$ cat config.mk
export PLATFORM = sky130hd
export DESIGN_NAME = sha1_host_ctrl_flat
export DESIGN_NICKNAME = d
export VERILOG_FILES = /design/src/rtl/sha1_host_pkg.sv /design/src/rtl/sha1_host_ctrl_if.sv /design/src/rtl/sha1_hash_fifo.sv /design/src/rtl/sha1_host_ctrl.sv /design/src/flat_wrapper.sv
export SDC_FILE = /design/constraint.sdc
export NUM_CORES = 2
export LEC_CHECK = 0
export CAP_MARGIN = 20
export CORE_MARGIN = 5
export CORE_UTILIZATION = 45
export CTS_CLUSTER_DIAMETER = 200
export CTS_CLUSTER_SIZE = 25
export DETAILED_ROUTE_END_ITERATION = 12
export PLACE_DENSITY = 0.71
export SYNTH_ARGS = -nofsm -noshare
export SYNTH_HDL_FRONTEND = slang
export SYNTH_SLANG_ARGS = --single-unit
$ cat constraint.sdc
create_clock -name clk -period 2.9 [get_ports clk]
set_clock_uncertainty 0.05 [all_clocks]
set_input_delay 0.58 -clock clk [delete_from_list [all_inputs] [get_ports clk]]
set_output_delay 0.58 -clock clk [all_outputs]
set_load 0.05 [all_outputs]
$ cat src/rtl/sha1_host_pkg.sv
// sha1_host_pkg: shared widths, types and SHA-1 constants for the SHA-1
// host controller and the core top.
// No ports. Helper hash_word() selects word idx (0 = h0 = bits 159:128).
package sha1_host_pkg;
  localparam int WORD_W          = 32;
  localparam int WORDS_PER_BLOCK = 16;
  localparam int HASH_WORDS      = 5;
  localparam int BLOCK_W         = 512;
  localparam int HASH_W          = 160;

  // SHA-1 initial chaining values, shared with the core top.
  localparam logic [31:0] H0 = 32'h67452301;
  localparam logic [31:0] H1 = 32'hEFCDAB89;
  localparam logic [31:0] H2 = 32'h98BADCFE;
  localparam logic [31:0] H3 = 32'h10325476;
  localparam logic [31:0] H4 = 32'hC3D2E1F0;

  typedef logic [WORD_W-1:0]  word_t;
  typedef logic [BLOCK_W-1:0] block_t;
  typedef logic [HASH_W-1:0]  hash_t;

  function automatic word_t hash_word(input hash_t h, input logic [2:0] idx);
    return h[HASH_W-1-WORD_W*int'(idx) -: WORD_W];
  endfunction
endpackage

$ cat src/rtl/sha1_host_ctrl_if.sv
// sha1_host_ctrl_if: bundles the word input stream, the SHA-1 core
// start/msg/busy/ready/hash interface, the digest output stream and status.
// Modports: master = host controller, slave = environment (source, core, sink).
//
// Stream handshake (in_* and out_*): a word transfers on a cycle where
// valid & ready are both 1. Once valid is raised, data/last stay stable and
// valid stays high until the transfer; ready may change freely and never
// depends combinationally on valid.
interface sha1_host_ctrl_if;
  import sha1_host_pkg::*;

  word_t      in_data;
  logic       in_valid;
  logic       in_ready;

  logic       core_start;
  block_t     core_msg;
  logic       core_busy;
  logic       core_ready;
  hash_t      core_hash;

  word_t      out_data;
  logic       out_valid;
  logic       out_ready;
  logic       out_last;

  logic [2:0] pending;
  logic       err;

  modport master (
    input  in_data, in_valid, core_busy, core_ready, core_hash, out_ready,
    output in_ready, core_start, core_msg, out_data, out_valid, out_last,
    output pending, err
  );

  modport slave (
    output in_data, in_valid, core_busy, core_ready, core_hash, out_ready,
    input  in_ready, core_start, core_msg, out_data, out_valid, out_last,
    input  pending, err
  );
endinterface

$ cat src/rtl/sha1_hash_fifo.sv
// sha1_hash_fifo: synchronous DEPTH x 160 digest FIFO with a registered head.
// Ports: clk, reset_n (async active-low), push/din write, pop removes head,
// dout = head entry, count = occupancy, empty = (count == 0).
// Entries shift toward slot 0 on pop, so dout is always a flop output.
module sha1_hash_fifo
  import sha1_host_pkg::*;
#(
  parameter  int DEPTH = 4,
  localparam int CNT_W = $clog2(DEPTH + 1),
  localparam int IDX_W = (DEPTH > 1) ? $clog2(DEPTH) : 1
) (
  input  logic             clk,
  input  logic             reset_n,
  input  logic             push,
  input  logic             pop,
  input  hash_t            din,
  output hash_t            dout,
  output logic [CNT_W-1:0] count,
  output logic             empty
);
  hash_t            r_mem [DEPTH];
  logic [CNT_W-1:0] r_count;
  logic             w_do_pop;
  logic             w_do_push;
  logic [CNT_W-1:0] w_wr_pos;

  assign w_do_pop  = pop & (r_count != '0);
  assign w_do_push = push & ((int'(r_count) != DEPTH) | w_do_pop);
  // Write slot is computed after the shift of a simultaneous pop.
  assign w_wr_pos  = w_do_pop ? (r_count - CNT_W'(1)) : r_count;

  always_ff @(posedge clk or negedge reset_n) begin
    if (!reset_n) begin
      for (int i = 0; i < DEPTH; i++) r_mem[i] <= '0;
      r_count <= '0;
    end else begin
      if (w_do_pop) begin
        for (int i = 0; i < DEPTH - 1; i++) r_mem[i] <= r_mem[i+1];
      end
      if (w_do_push) r_mem[w_wr_pos[IDX_W-1:0]] <= din;
      unique case ({w_do_push, w_do_pop})
        2'b10:   r_count <= r_count + CNT_W'(1);
        2'b01:   r_count <= r_count - CNT_W'(1);
        default: r_count <= r_count;
      endcase
    end
  end

  assign dout  = r_mem[0];
  assign count = r_count;
  assign empty = (r_count == '0);
endmodule

$ cat src/rtl/sha1_host_ctrl.sv
// sha1_host_ctrl: host-side initiator for the SHA-1 core. Packs 32-bit words
// into 512-bit blocks (first word -> msg[511:480]), issues a block when the
// core is idle and a digest slot is guaranteed, captures digests into a FIFO
// and streams each back as 5 words (h0 first, out_last on the 5th).
// Ports: clk, reset_n (async active-low), bus (sha1_host_ctrl_if.master).
// Optional macro SHA1_HOST_TIMEOUT_EN: watchdog on outstanding blocks that
// raises sticky err, clears pending and blocks further issues.
module sha1_host_ctrl
  import sha1_host_pkg::*;
#(
  parameter int FIFO_DEPTH     = 4,
  parameter int TIMEOUT_CYCLES = 1024
) (
  input logic               clk,
  input logic               reset_n,
  sha1_host_ctrl_if.master  bus
);
  localparam int CNT_W = $clog2(FIFO_DEPTH + 1);

  logic [3:0]       r_wcnt;
  logic             r_full;
  block_t           r_msg;
  logic [2:0]       r_pending;
  logic [2:0]       r_idx;

  logic             w_in_fire;
  logic             w_credit;
  logic             w_issue;
  logic             w_ret;
  logic             w_out_fire;
  logic             w_pop;
  logic             w_wd_trip;
  logic             w_err;
  logic [CNT_W-1:0] w_fifo_count;
  logic             w_fifo_empty;
  hash_t            w_head;

  assign w_in_fire = bus.in_valid & ~r_full;
  // The core cannot be stalled, so every in-flight block must already own a
  // FIFO slot: blocks outstanding plus digests buffered stay below the depth.
  assign w_credit  = (int'(r_pending) + int'(w_fifo_count)) < FIFO_DEPTH;
  assign w_issue   = r_full & ~bus.core_busy & w_credit & ~w_err & ~w_wd_trip;
  // A ready with nothing outstanding is spurious and dropped.
  assign w_ret     = bus.core_ready & (r_pending != 3'd0);

  // Block assembler.
  always_ff @(posedge clk or negedge reset_n) begin
    if (!reset_n) begin
      r_wcnt <= 4'd0;
      r_full <= 1'b0;
      r_msg  <= '0;
    end else if (w_in_fire) begin
      r_msg[BLOCK_W-1-WORD_W*int'(r_wcnt) -: WORD_W] <= bus.in_data;
      r_wcnt <= r_wcnt + 4'd1;  // wraps to 0 after the 16th word
      if (r_wcnt == 4'(WORDS_PER_BLOCK - 1)) r_full <= 1'b1;
    end else if (w_issue) begin
      r_full <= 1'b0;
    end
  end

  // Outstanding block counter.
  always_ff @(posedge clk or negedge reset_n) begin
    if (!reset_n) begin
      r_pending <= 3'd0;
    end else if (w_wd_trip) begin
      r_pending <= 3'd0;
    end else begin
      unique case ({w_issue, w_ret})
        2'b10:   r_pending <= r_pending + 3'd1;
        2'b01:   r_pending <= r_pending - 3'd1;
        default: r_pending <= r_pending;
      endcase
    end
  end

`ifdef SHA1_HOST_TIMEOUT_EN
  localparam int WD_W = $clog2(TIMEOUT_CYCLES + 1);
  logic [WD_W-1:0] r_wdog;
  logic            r_err;

  // Fires on the cycle the counter would reach TIMEOUT_CYCLES.
  assign w_wd_trip = (r_pending != 3'd0) & ~bus.core_ready &
                     (int'(r_wdog) == TIMEOUT_CYCLES - 1);

  always_ff @(posedge clk or negedge reset_n) begin
    if (!reset_n) begin
      r_wdog <= '0;
      r_err  <= 1'b0;
    end else begin
      if (w_wd_trip) r_err <= 1'b1;
      if ((r_pending == 3'd0) | bus.core_ready | w_wd_trip) r_wdog <= '0;
      else                                                  r_wdog <= r_wdog + WD_W'(1);
    end
  end

  assign w_err = r_err;
`else
  assign w_wd_trip = 1'b0;
  assign w_err     = 1'b0;
`endif

  sha1_hash_fifo #(.DEPTH(FIFO_DEPTH)) u_fifo (
    .clk     (clk),
    .reset_n (reset_n),
    .push    (w_ret),
    .pop     (w_pop),
    .din     (bus.core_hash),
    .dout    (w_head),
    .count   (w_fifo_count),
    .empty   (w_fifo_empty)
  );

  // Serializer: r_idx walks the head digest, popping after the 5th word.
  assign w_out_fire = ~w_fifo_empty & bus.out_ready;
  assign w_pop      = w_out_fire & (r_idx == 3'(HASH_WORDS - 1));

  always_ff @(posedge clk or negedge reset_n) begin
    if (!reset_n)       r_idx <= 3'd0;
    else if (w_pop)     r_idx <= 3'd0;
    else if (w_out_fire) r_idx <= r_idx + 3'd1;
  end

  assign bus.in_ready   = ~r_full;
  assign bus.core_start = w_issue;
  assign bus.core_msg   = r_msg;
  assign bus.out_valid  = ~w_fifo_empty;
  assign bus.out_data   = hash_word(w_head, r_idx);
  assign bus.out_last   = ~w_fifo_empty & (r_idx == 3'(HASH_WORDS - 1));
  assign bus.pending    = r_pending;
  assign bus.err        = w_err;
endmodule

$ cat src/flat_wrapper.sv
// flat-port wrapper written by rule: the top's interface ports become plain ports
module sha1_host_ctrl_flat import sha1_host_pkg::*;
#(
  parameter int FIFO_DEPTH     = 4,
  parameter int TIMEOUT_CYCLES = 1024
)
  (clk, reset_n, bus_in_data, bus_in_valid, bus_core_busy, bus_core_ready, bus_core_hash, bus_out_ready, bus_in_ready, bus_core_start, bus_core_msg, bus_out_data, bus_out_valid, bus_out_last, bus_pending, bus_err);
  sha1_host_ctrl_if bus_i ();
  input logic clk;
  input logic reset_n;
  input wire logic [$bits(bus_i.in_data)-1:0] bus_in_data;
  input wire logic [$bits(bus_i.in_valid)-1:0] bus_in_valid;
  input wire logic [$bits(bus_i.core_busy)-1:0] bus_core_busy;
  input wire logic [$bits(bus_i.core_ready)-1:0] bus_core_ready;
  input wire logic [$bits(bus_i.core_hash)-1:0] bus_core_hash;
  input wire logic [$bits(bus_i.out_ready)-1:0] bus_out_ready;
  output wire logic [$bits(bus_i.in_ready)-1:0] bus_in_ready;
  output wire logic [$bits(bus_i.core_start)-1:0] bus_core_start;
  output wire logic [$bits(bus_i.core_msg)-1:0] bus_core_msg;
  output wire logic [$bits(bus_i.out_data)-1:0] bus_out_data;
  output wire logic [$bits(bus_i.out_valid)-1:0] bus_out_valid;
  output wire logic [$bits(bus_i.out_last)-1:0] bus_out_last;
  output wire logic [$bits(bus_i.pending)-1:0] bus_pending;
  output wire logic [$bits(bus_i.err)-1:0] bus_err;
  assign bus_i.in_data = bus_in_data;
  assign bus_i.in_valid = bus_in_valid;
  assign bus_i.core_busy = bus_core_busy;
  assign bus_i.core_ready = bus_core_ready;
  assign bus_i.core_hash = bus_core_hash;
  assign bus_i.out_ready = bus_out_ready;
  assign bus_in_ready = bus_i.in_ready;
  assign bus_core_start = bus_i.core_start;
  assign bus_core_msg = bus_i.core_msg;
  assign bus_out_data = bus_i.out_data;
  assign bus_out_valid = bus_i.out_valid;
  assign bus_out_last = bus_i.out_last;
  assign bus_pending = bus_i.pending;
  assign bus_err = bus_i.err;
  sha1_host_ctrl #(.FIFO_DEPTH(FIFO_DEPTH), .TIMEOUT_CYCLES(TIMEOUT_CYCLES)) u_core (.clk(clk), .reset_n(reset_n), .bus(bus_i));
endmodule
==> results.sh <==
export IMPL_crit_path_cell_trace="inv_4 -> ha_4 -> buf_12 -> mux4_2 -> a22oi_2 -> nor2_4 -> buf_12"
export IMPL_critPathSlowestCell="dfrtp_4"
export IMPL_worstMarginPinSlew_ps=890
export IMPL_syn_cell_area_sq_um=50000
export IMPL_first_global_vias=34100
export IMPL_rsz0062_at_grt="yes"
export IMPL_synthFlopType="dfrtp_1"
export IMPL_cts_path_max_buffers=3
export IMPL_die_x_um=343
export IMPL_yosysUniqueCellTypes=40
export IMPL_clk_pin_slew_ps=100
export IMPL_initial_utilization_pct=45.3
export IMPL_track_usage_pct=26.8
export IMPL_dp_cells=6134
export IMPL_setup_ws_ps=-338
export IMPL_cts_root_buf="clkbuf_16"
export IMPL_dpl_cell_area_sq_um=61200
export IMPL_ioPinCount=750
export IMPL_end_kind="output pin"
export IMPL_num_rows=122
export IMPL_fin_crit_sh_pct=112
export IMPL_total_power_mw=76.6
export IMPL_fin_nets=4931
export IMPL_fmax_mhz=309
export IMPL_cts_buffers=52
export IMPL_layout_drive_gt1_share_pct=28.1
export IMPL_firstDrtPassIters=6
export IMPL_fin_cells=6219
export IMPL_area_growth_pct=26.1
export IMPL_route_detailed_drc=0
export IMPL_synth_seq_cells=1166
export IMPL_final_area_sq_um=63100
export IMPL_post_dp_hpwl_um=123000
export IMPL_crit_arrival_ps=2610
export IMPL_timing_hold_ws_ps=399
export IMPL_vias=33900
export IMPL_place_congestion=0.922
export IMPL_yosysWarnings=0
export IMPL_setup_worst_path_start_class="flop"
export IMPL_avgViaCountPerCell=5.45
export IMPL_async_reset_ff_share_pct=100
export IMPL_drtAntennaViolNets=0
export IMPL_slew_headroom_pct=40.2
export IMPL_placement_io_buffers=748
export IMPL_powerDensity_nw_per_um2=1210
export IMPL_status="finished with violations"
export IMPL_netlist_top_cells_count="dfrtp_1, mux2_2, nand2_1, o21ai_0, mux2_1"
export IMPL_fp_coreArea_sq_um=111000
export IMPL_worst_setup_path_type="flop to output pin"
export IMPL_power_leakage_nw=26.6
export IMPL_wirelength_um=161000
export IMPL_hold_class="input pin to async pin"
export IMPL_cts_tree="yes"
export IMPL_synth_most_common_cell="dfrtp_1"
export IMPL_routedWlPerCell_um=25.9
export IMPL_setup_viol=32
export IMPL_synth_edf_count=0
export IMPL_grt_first_pass_wirelength_um=234000
export IMPL_die_area_sq_um=118000
export IMPL_crit_family="flip-flops"
export IMPL_max_cap_violations=0
export IMPL_htree_levels=2
export IMPL_cp_max_fo=6
export IMPL_max_stage_delay_ps=450
export IMPL_path_buf_inv=3
export IMPL_hold_viol=0
export IMPL_drv_slew=0
export IMPL_synth_top_cells_by_area="dfrtp_1, mux2_2, mux2_1"
export IMPL_critPathMostFrequentCell="buf_12"
export IMPL_failed_checks="negative setup slack"
export IMPL_cts_sinks=1166
export IMPL_initialDrtViolationCount=2355
export IMPL_gr_total_overflow=0
export IMPL_grt_max_degree=108
export IMPL_tns_ps=-8150
export IMPL_finalCriticalPeriod_ps=3240
export IMPL_dieHeight_um=343
export IMPL_antenna_found_initial=22
export IMPL_required_ps=2270
export IMPL_synthCells=3946
export IMPL_synth_net_count=4160
export IMPL_avgSynthCellArea_sq_um=12.7
export IMPL_clk_latency_ps=700
export IMPL_synth_top_area_share_pct=58.3
export IMPL_ys_seq_area_share_pct=58.3
export IMPL_irDropWorstVdd_mv=1.16
export IMPL_yosysTopAreaCell="dfrtp_1"
flip-flops by register name, indices dropped and copies added, names as in the netlist:
name                 flops
u_core.bus.pending       3
u_core.u_fifo.count      3
u_core.bus.core_msg    512
u_core.r_idx             3
u_core.u_fifo.dout     160
u_core.u_fifo.r_mem    480
u_core.r_full            1
u_core.r_wcnt            4
cell families after synthesis:
logic type	count (synthesis)	synth area share, %
multiplexers	1152	26.7
adder cells (fa/ha/maj)	16	0.415
AO/OA/AOI/OAI	569	5.96
XOR/XNOR	7	0.123
flip-flops	1166	58.3
other	1	0.00750
AND/OR/NAND/NOR	761	5.86
buffers and inverters	274	2.65
report_power, final:
group / leakage, nW / switching [mW] / internal, mW
clock network: 0.660 / 5.16 / 3.25
registers: 14.8 / 3.83 / 23.1
logic: 11.1 / 23.0 / 18.2
total: 26.6 / 32.0 / 44.5
worst reg2reg max path: cells and delay by family, from the launching register on:
| family | cells | cell delay (ps) |
|---|---|---|
| AOI/OAI and AO/OA | 3 | 910 |
| buffers and inverters | 2 | 790 |
| muxes | 1 | 480 |
| DFF | 1 | 440 |
cells in the final DEF (no fill, tap or decap), types with 31 or more instances in the layout:
master | Yosys | final
dfrtp_1 | 1166 | 1164
mux2_2 | 874 | 874
clkdlybuf4s50_1 | 0 | 710
nand2_1 | 680 | 678
o21ai_0 | 516 | 516
mux2_1 | 246 | 246
buf_4 | 21 | 143
buf_12 | 0 | 105
clkbuf_16 | 0 | 54
mux4_2 | 32 | 32
a22oi_2 | 0 | 32
nor2_4 | 0 | 31
timing repair:
action                                 CTS  global route
gates resized for setup                 57            13
setup endpoints to repair               36            34
cloned                                   4             2
buffers inserted                         9             8
endpoints found under the hold margin   26             0
hold buffers                             1             0
pin swaps                               13            14
layer usage:
metal	up-vias	track usage, %	part of all wire [%]	wire (um)
met2	1067	44.1	48	77300
met1	17300	34.1	40	63700
li1	15200	-	-	-
met4	10	11.8	5.0	8080
met3	260	6.04	7.4	11900
met5	-	0	0.042	68
path summary, 6_finish.rpt:
path	from	end	slack (ps)	depth (start not counted)
max	u_core.r_idx[0]$_DFFE_PN0P_	bus_out_data[3]	-340	7
min	reset_n	u_core.bus.core_msg[358]$_DFFE_PN0P_	400	2
max reg2reg	u_core.bus.pending[2]$_DFFE_PN0P_	u_core.u_fifo.r_mem[209]$_DFF_PN0_	110	6
min reg2reg	u_core.bus.core_msg[82]$_DFFE_PN0P_	u_core.bus.core_msg[82]$_DFFE_PN0P_	430	2
max in group asynchronous	reset_n	u_core.u_fifo.r_mem[94]$_DFFE_PN0P_	1390	3
min in group clk	u_core.bus.core_msg[82]$_DFFE_PN0P_	u_core.bus.core_msg[82]$_DFFE_PN0P_	430	2
final cells by class:
class | count | area (sq um)
fillers | 9140 | 47400
flip-flops and latches | 1166 | 29200
multi-input cells | 2506 | 20100
repair buffers | 974 | 10500
well taps | 1488 | 1860
clock buffers | 53 | 1310
inverters | 17 | 71.3
clock inverters | 3 | 36.3
diodes | 12 | 30.0
metrics by stage:
stage | worst slack (ps) | utilization, %
finish | -338 | 57.1
CTS | -400 | 57.0
global placement | -166 | 55.4
global route | -431 | 57.1
detailed placement | -178 | 55.4
floorplan | 0.0244 | -
(Power assumes the default switching activity.)
